## config.mk

```make
export PLATFORM = sky130hd
export DESIGN_NAME = alu
export DESIGN_NICKNAME = d
export VERILOG_FILES = /design/src/rtl/alu_pkg.sv /design/src/rtl/alu_addsub.sv /design/src/rtl/alu.sv
export SDC_FILE = /design/constraint.sdc
export NUM_CORES = 1
export LEC_CHECK = 0
export CAP_MARGIN = 15
export CORE_MARGIN = 3
export CORE_UTILIZATION = 30
export DETAILED_ROUTE_END_ITERATION = 7
export SLEW_MARGIN = 20
export SYNTH_ARGS = -nofsm -noshare
export SYNTH_HDL_FRONTEND = slang
export SYNTH_SLANG_ARGS = --single-unit
export TNS_END_PERCENT = 5
```

## constraint.sdc

```tcl
create_clock -name clk -period 4.88 [get_ports clk]
set_clock_uncertainty 0.2 [all_clocks]
set_input_delay 0.488 -clock clk [delete_from_list [all_inputs] [get_ports clk]]
set_output_delay 0.488 -clock clk [all_outputs]
set_load 0.05 [all_outputs]
```

## src/rtl/alu_pkg.sv

```systemverilog
// Shared width default and 4-bit opcode encodings for the ALU and its adder.
package alu_pkg;

   localparam int ALU_WIDTH = 32;

   localparam logic [3:0] OP_ADD  = 4'b0000;
   localparam logic [3:0] OP_SUB  = 4'b0001;
   localparam logic [3:0] OP_SLL  = 4'b0010;
   localparam logic [3:0] OP_SLT  = 4'b0011;
   localparam logic [3:0] OP_SRL  = 4'b0100;
   localparam logic [3:0] OP_SLTU = 4'b0101;
   localparam logic [3:0] OP_SRA  = 4'b0110;
   localparam logic [3:0] OP_AND  = 4'b1000;
   localparam logic [3:0] OP_OR   = 4'b1010;
   localparam logic [3:0] OP_XOR  = 4'b1100;

endpackage

```

## src/rtl/alu_addsub.sv

```systemverilog
// Shared adder a + (b ^ {sub}) + sub with carry out and signed overflow.
// Purely combinational; no flow control.
module alu_addsub
   import alu_pkg::*;
#(
   parameter int WIDTH = ALU_WIDTH
) (
   input  logic [WIDTH-1:0] a_i,
   input  logic [WIDTH-1:0] b_i,
   input  logic             sub_i,
   output logic [WIDTH-1:0] sum_o,
   output logic             cout_o,
   output logic             ovf_o
);

   logic [WIDTH-1:0] b_eff;
   logic [WIDTH:0]   full;

   assign b_eff  = b_i ^ {WIDTH{sub_i}};
   assign full   = {1'b0, a_i} + {1'b0, b_eff} + {{WIDTH{1'b0}}, sub_i};
   assign sum_o  = full[WIDTH-1:0];
   assign cout_o = full[WIDTH];
   // Overflow: both addends carry the same sign but the sum does not.
   assign ovf_o  = (a_i[WIDTH-1] == b_eff[WIDTH-1]) && (sum_o[WIDTH-1] != a_i[WIDTH-1]);

endmodule

```

## src/rtl/alu.sv

```systemverilog
// Registered ALU: one-cycle latency, accepts a new operation every cycle, no backpressure.
// Result mux and flags are combinational; a single register stage drives every output.
module alu
   import alu_pkg::*;
#(
   parameter int WIDTH = ALU_WIDTH
) (
   input  logic             clk,
   input  logic             rst,
   input  logic [WIDTH-1:0] A,
   input  logic [WIDTH-1:0] B,
   input  logic [3:0]       G,
   output logic [WIDTH-1:0] Result,
   output logic             C,
   output logic             V,
   output logic             Z
);

   localparam int SHW = $clog2(WIDTH);

   logic [WIDTH-1:0] sum;
   logic             cout;
   logic             ovf;
   logic             sub;
   logic [SHW-1:0]   shamt;

   logic [WIDTH-1:0] result_d, result_q;
   logic             c_d, c_q;
   logic             v_d, v_q;
   logic             z_d, z_q;

   // Compare opcodes reuse the subtractor so their flags match SUB exactly.
   assign sub   = (G == OP_SUB) || (G == OP_SLT) || (G == OP_SLTU);
   assign shamt = B[SHW-1:0];

   alu_addsub #(.WIDTH(WIDTH)) u_addsub (
      .a_i    (A),
      .b_i    (B),
      .sub_i  (sub),
      .sum_o  (sum),
      .cout_o (cout),
      .ovf_o  (ovf)
   );

   always_comb begin
      result_d = '0;
      c_d      = 1'b0;
      v_d      = 1'b0;
      case (G)
         OP_ADD, OP_SUB: begin
            result_d = sum;
            c_d      = cout;
            v_d      = ovf;
         end
         OP_SLT: begin
            result_d = {{(WIDTH-1){1'b0}}, sum[WIDTH-1] ^ ovf};
            c_d      = cout;
            v_d      = ovf;
         end
         OP_SLTU: begin
            result_d = {{(WIDTH-1){1'b0}}, ~cout};
            c_d      = cout;
            v_d      = ovf;
         end
         OP_SLL:  result_d = A << shamt;
         OP_SRL:  result_d = A >> shamt;
         OP_SRA:  result_d = $signed(A) >>> shamt;
         OP_AND:  result_d = A & B;
         OP_OR:   result_d = A | B;
         OP_XOR:  result_d = A ^ B;
         default: result_d = '0;
      endcase
      z_d = (result_d == '0);
   end

   always_ff @(posedge clk) begin
      if (rst) begin
         result_q <= '0;
         c_q      <= 1'b0;
         v_q      <= 1'b0;
         z_q      <= 1'b1;
      end else begin
         result_q <= result_d;
         c_q      <= c_d;
         v_q      <= v_d;
         z_q      <= z_d;
      end
   end

   assign Result = result_q;
   assign C      = c_q;
   assign V      = v_q;
   assign Z      = z_q;

endmodule

```

======== Yosys cells after proc, flatten, opt, wreduce, memory -nomap -nowiden ========
Index checks and enable logic that the tools add are counted.
word-level totals
  bits of input ports ..................... 70
  word-level logic and storage cells ...... 36
  register bits after elaboration ......... 35
  output and inout port bits .............. 35
cells by class
  multiplexer cells ....................... 1
  bitwise operators ....................... 7
  shift-type cells ........................ 3
  equal/unequal tests ..................... 11
  $add $sub $neg .......................... 2
  reductions and logical operators ........ 8
operator list
  kind                                                                   number
  32-bit case mux with 9 select lines                                    1
  32-bit XOR                                                             2
  32-bit by 32-bit adder with 33-bit output                              1
  33-bit by 1-bit adder with 33-bit output                               1
  32-bit bitwise AND                                                     1
  32-bit zero test                                                       1
  32-bit bitwise OR                                                      1
  32-bit by 5-bit << shifter with 32-bit output                          1
  32-bit by 5-bit right shift with 32-bit output                         1
  32-bit by 5-bit >>> shifter with 32-bit output                         1
  4-bit by 3-bit equality test with 1-bit output, second input constant  3
  4-bit equality test, second input constant                             3
  4-bit by 2-bit equality test with 1-bit output, second input constant  2
  4-bit by 1-bit equality test with 1-bit output, second input constant  1
  4-bit zero test                                                        1
  2-bit OR reduction                                                     2
  4-bit OR reduction                                                     1
  1-bit logical OR                                                       2
  1-bit inverter                                                         2
  1-bit equality test                                                    1
  1-bit logical AND                                                      1
  1-bit inequality test                                                  1
  1-bit XOR                                                              1

======== Longest topological paths before layout ========
  depth after elaboration ................. 11
  depth in mapped cells ................... 17
  depth with buffers taken out ............ 15

======== Modules after synthesis ========
A second synthesis with hierarchy kept.
second synthesis, totals
  cell total of the unflattened synthesis .. 1193
  area, all modules ....................... 9517.9 µm²
by module, submodules not included
  module      cells each  seq. area each (µm²)  area each (µm²)  times used
  alu         884         700.7                 7343.3           1
  alu_addsub  309         0.0                   2174.6           1

======== Least setup slack after synthesis ========
No wires, ideal clock.
  kind .................................... input to register
  start ................................... input port B[2]
  end ..................................... register z_q, in the netlist Z
  data arrival time ....................... 4237 ps
  path buffers ............................ 5
  stages on the path ...................... 17
  setup time .............................. 59 ps
  required time ........................... 4621 ps
  slack ................................... 383 ps
  cell sequence ........................... buf_2 -> buf_1 -> buf_1 -> buf_2 -> buf_2 -> xnor2_1 -> ha_1 -> and2_1 -> a41o_1 -> a211o_1 -> o21bai_1 -> and2_1 -> xnor2_1 -> a2111o_1 -> a2111oi_2 -> and3_1 -> a31o_1
on the way
  longest elaborated chain between the ends .. 8
  elaborated cells between the ends (all ways) .. 15
  classes of those cells .................. add/sub: 2; eq/ne: 1; shift: 3; mux: 1; bitwise: 6; reduce/logical: 2
ends and longest elaborated chain
  element                                    line              RTL
  start, declared                            alu.sv:11         input logic [WIDTH-1:0] B,
  32-bit XOR                                 alu_addsub.sv:19  assign b_eff = b_i ^ {WIDTH{sub_i}};
  32-bit by 32-bit adder with 33-bit output  alu_addsub.sv:20  assign full = {1'b0, a_i} + {1'b0, b_eff} + {{WIDTH{1'b0}}, sub_i};
  33-bit by 1-bit adder with 33-bit output   alu_addsub.sv:20
  1-bit inequality test                      alu_addsub.sv:24  assign ovf_o = (a_i[WIDTH-1] == b_eff[WIDTH-1]) && (sum_o[WIDTH-1] != a_i[WIDTH-1]);
  1-bit logical AND                          alu_addsub.sv:24
  1-bit XOR                                  alu.sv:56         result_d = {{(WIDTH-1){1'b0}}, sum[WIDTH-1] ^ ovf};
  32-bit case mux with 9 select lines (*)    alu.sv:49         case (G)
  32-bit zero test (*)                       alu.sv:73         z_d = (result_d == '0);
  end signal, assigned                       alu.sv:86         z_q <= z_d;
  end, declared                              alu.sv:30         logic z_d, z_q;
Mark *: on every way between the ends. The rest lies on a longest branch, timed or not.
A chain may end at the register's enable or synchronous reset.

======== Final worst setup path ========
  start ................................... input port G[0]
  end ..................................... register z_q, in the netlist Z
on the way
  longest elaborated chain between the ends .. 11
  elaborated cells between the ends (all ways) .. 23
  classes of those cells .................. add/sub: 2; eq/ne: 11; mux: 1; bitwise: 3; reduce/logical: 6
ends and longest elaborated chain
  element                                                                                                           line                  RTL
  start, declared                                                                                                   alu.sv:12             input logic [3:0] G,
  4-bit by 1-bit equality test with 1-bit output or 4-bit by 2-bit equality test with 1-bit output (tied branches)  alu.sv:33, alu.sv:49
  1-bit logical OR (2 in a row)                                                                                     alu.sv:33             assign sub = (G == OP_SUB) || (G == OP_SLT) || (G == OP_SLTU);
  32-bit XOR                                                                                                        alu_addsub.sv:19
  32-bit by 32-bit adder with 33-bit output                                                                         alu_addsub.sv:20
  33-bit by 1-bit adder with 33-bit output                                                                          alu_addsub.sv:20
  1-bit inequality test                                                                                             alu_addsub.sv:24
  1-bit logical AND                                                                                                 alu_addsub.sv:24
  1-bit XOR                                                                                                         alu.sv:56
  32-bit case mux with 9 select lines (*)                                                                           alu.sv:49
  32-bit zero test (*)                                                                                              alu.sv:73
Marks and branches as above.

==> run metrics <==
status finished clean; main combinational cell family by area after synthesis compound AO/OA/AOI/OAI gates; initial DRC count 1,451; Seq pwr share 0.141; final worst slack 0.2338 ns; slew margin rel. 0.2882; Min-Delay Startpoint rst; ranking of synthesized cells by area mux4_2 15%, ha_1 12%, mux2i_1 7.2%, dfxtp_1 7.1%, nand2_1 4.0%; fraction of registers with async set/reset 0; Net Sw Frac 0.4774; final hold vios 0; Hold Path Cell Cnt 3; die width 188.0 µm; Synth Cell Area 0.009936 mm²; cells along the critical path clkdlybuf4s50_1, nor2b_2, nand2_2, buf_12, xnor2_1, ha_1, buf_4, and4_1, and3b_1, a32oi_1, nand3_1, xnor2_1, a21oi_1, nand4b_1, nor4_4, and3_1, a31o_1; total grt overflow 0; power density over cell area 179.5 mW/mm²; Clock Path Buffers 2; fmax 215.2 MHz; PortBufs 104; top cell type's share of synthesized area 0.1496; Post-Syn Instances 1,269; flip-flop and latch area 700.7 µm²; DRC violations left 0; Final Critical Period 4.646 ns; leak pwr 5.154 nW; complex-gate fraction of the synthesized area 0.2443; Max Cap Viol 0; DRT Wirelength 51.79 mm; Worst Path Arrival 4.67 ns; wire length of the first global-routing pass 76.25 mm; total CTS buffers 5; top-count cell post-synth nand2_1; clk root buf clkbuf_16; top post-synthesis cells by count 107 x nand2_1, 103 x nor2_1, 97 x ha_1; post-synthesis simple-gate area fraction 0.1968; largest net degree at the start of global routing 51; Fill cells 3,421; antenna violations before repair 1; number of global-route vias before repair 11,230; syn nets 1,437; Placeable Area 0.03262 mm²; peak supply drop 211.2 µV; Worst-Margin Slew 1.062 ns; Adder-Cell Fraction of Synth Area 0.1242; post-place instance area 0.01222 mm²; # H-tree levels 2; number of routed nets with antenna violations 0; hold_buf cts 0; Hold Slack 0.7907 ns; Switch Pwr 1.063 mW; critical path peak fanout 14; Pre-antenna DRT Iters 5; worst path bufs/invs 3; sequential share of the synthesized area 0.07052; layout cells sized above 1 0.1932; Die ar. 0.03534 mm²; finished layout cell area 0.01241 mm²; Yosys top cell by area mux4_2; Starting Density 0.3046; RSZ-0062 raised after global routing false; final worst path period share 0.9521; Slowest Stage Delay on Critical Path 0.47 ns; Setup WS pre-CTS -0.2045 ns; Final setup viols 0; Yosys cell types 88; Top FF cell, synth dfxtp_1; mux cell area share after synthesis 0.2408; Setup Buffers After CTS 0; CP max stage cell clkdlybuf4s50_1; Layout area overhead 24.92%; GRT Util Overall 0.2829; WHS Endpoint Result[20]; CP Class in2reg; Core Rows 66; CTS sink cnt 35; CTS tree built; most frequent CP cell xnor2_1; clk slew on worst S/H paths 0.05 ns; total vias in the final route 11,700; I/O pin cnt 105; Slew Viols, Final 0; Design Power 2.227 mW; Gate power share 0.704; Post-synth EDFFs 0; HPWL Detailed 42.00 mm; CP delay by family, top simple AND/OR/NAND/NOR gates; Hold Path Class in2reg; Chip Height 188.0 µm; Seq cells post-synth 35; Setup crit start kind input pin; vias per cell 6.303; critical path required time 4.90 ns; WL per Instance 27.90 µm; XOR/XNOR Fraction of Synth Area 0.04143; Pint 1.164 mW; Crit. End Element flip-flop; fin nets 1,581; Ys Warns 0; GPL Wtd Cong 1.069; Multi-input gate area 0.008467 mm²; Clock power frac 0.155; syn avg cell area 7.830 µm²
## through the flow
stage | setup TNS (ns) | instances | util
5_1_grt | 0 | 1855 | 0.3804
2_1_floorplan | 0 | 1269 | -
3_5_place_dp | -0.2045 | 1848 | 0.3747
3_3_place_gp | -0.2480 | 1848 | 0.3747
6_report | 0 | 1856 | 0.3805
4_1_cts | 0 | 1855 | 0.3797
## worst max-delay path by stage
stage / startpoint / end / slack, ns / cells after the start
global route: G[0] / V / 0.04 / 17
global placement: G[0] / Z / -0.25 / 18
floorplan: B[2] / Z / 0.38 / 17
CTS: G[0] / Z / 0.04 / 18
finish: G[0] / Z / 0.23 / 17
detailed placement: G[0] / Z / -0.20 / 18
## layout by cell type, fill, tap and decap left out, types with 12 or more instances in the layout
| cell type | count |
|---|---|
| o221ai_1 | 12 |
| nand2_1 | 106 |
| xnor2_1 | 44 |
| a31oi_1 | 21 |
| nor3_1 | 29 |
| and2_1 | 14 |
| a21oi_1 | 80 |
| nand2b_1 | 14 |
| a211oi_1 | 18 |
| dfxtp_1 | 35 |
| ha_1 | 97 |
| o22ai_1 | 31 |
| o21ai_0 | 48 |
| mux2i_1 | 71 |
| mux4_2 | 66 |
| nand4_1 | 22 |
| inv_1 | 71 |
| buf_4 | 149 |
| nor2_1 | 103 |
| o211ai_1 | 14 |
| nand3_1 | 22 |
| clkdlybuf4s50_1 | 99 |
| mux2_2 | 12 |
## repair_timing
action	in CTS	in global routing
endpoints found under the hold margin	0	0
resized for setup	0	4
endpoints found under the setup margin	0	2
## flip-flops by register name (all words and copies together) (netlist names)
register / cells
Z: 1
V: 1
Result: 32
C: 1
## tightest hold or removal path, delay by kind of cell
kind                   cells  cell delay (ns)
buffers and inverters      2             0.62
and+or+nand+nor            1             0.12
## metal layers
metal / up-vias / GRT usage / share of wire
met5: - / 0 / 0.00033
met4: 2 / 0.1146 / 0.049
met3: 125 / 0.05777 / 0.11
met2: 767 / 0.4301 / 0.43
met1: 5708 / 0.3910 / 0.42
li1: 5097 / - / -
## power by group through the flow
| stage | Sequential (mW) | Clock, mW | Combinational (mW) |
|---|---|---|---|
| 5_1_grt | 0.317 | 0.364 | 1.65 |
| 2_1_floorplan | 0.404 | 0 | 0.813 |
| 6_report | 0.315 | 0.345 | 1.57 |
| 3_3_place_gp | 0.321 | 0 | 1.51 |
| 4_1_cts | 0.315 | 0.354 | 1.52 |
| 3_5_place_dp | 0.321 | 0 | 1.51 |
## layout make-up
class	count	share of cell area
repair buffers	257	0.1808
flip-flops and latches	35	0.05645
inverters	75	0.02268
clock inverters	2	0.003024
diodes	1	0.0002016
well taps	442	0.04456
clock buffers	5	0.01008
multi-input cells	1039	0.6822
## logic make-up after synthesis
kind of cell / after synthesis
AND/OR/NAND/NOR: 390
AO/OA/AOI/OAI: 352
buffers and inverters: 195
multiplexers: 152
adder cells (fa/ha/maj): 98
XOR/XNOR: 47
flip-flops: 35
Note: power is estimated with default switching activity, not from simulation.
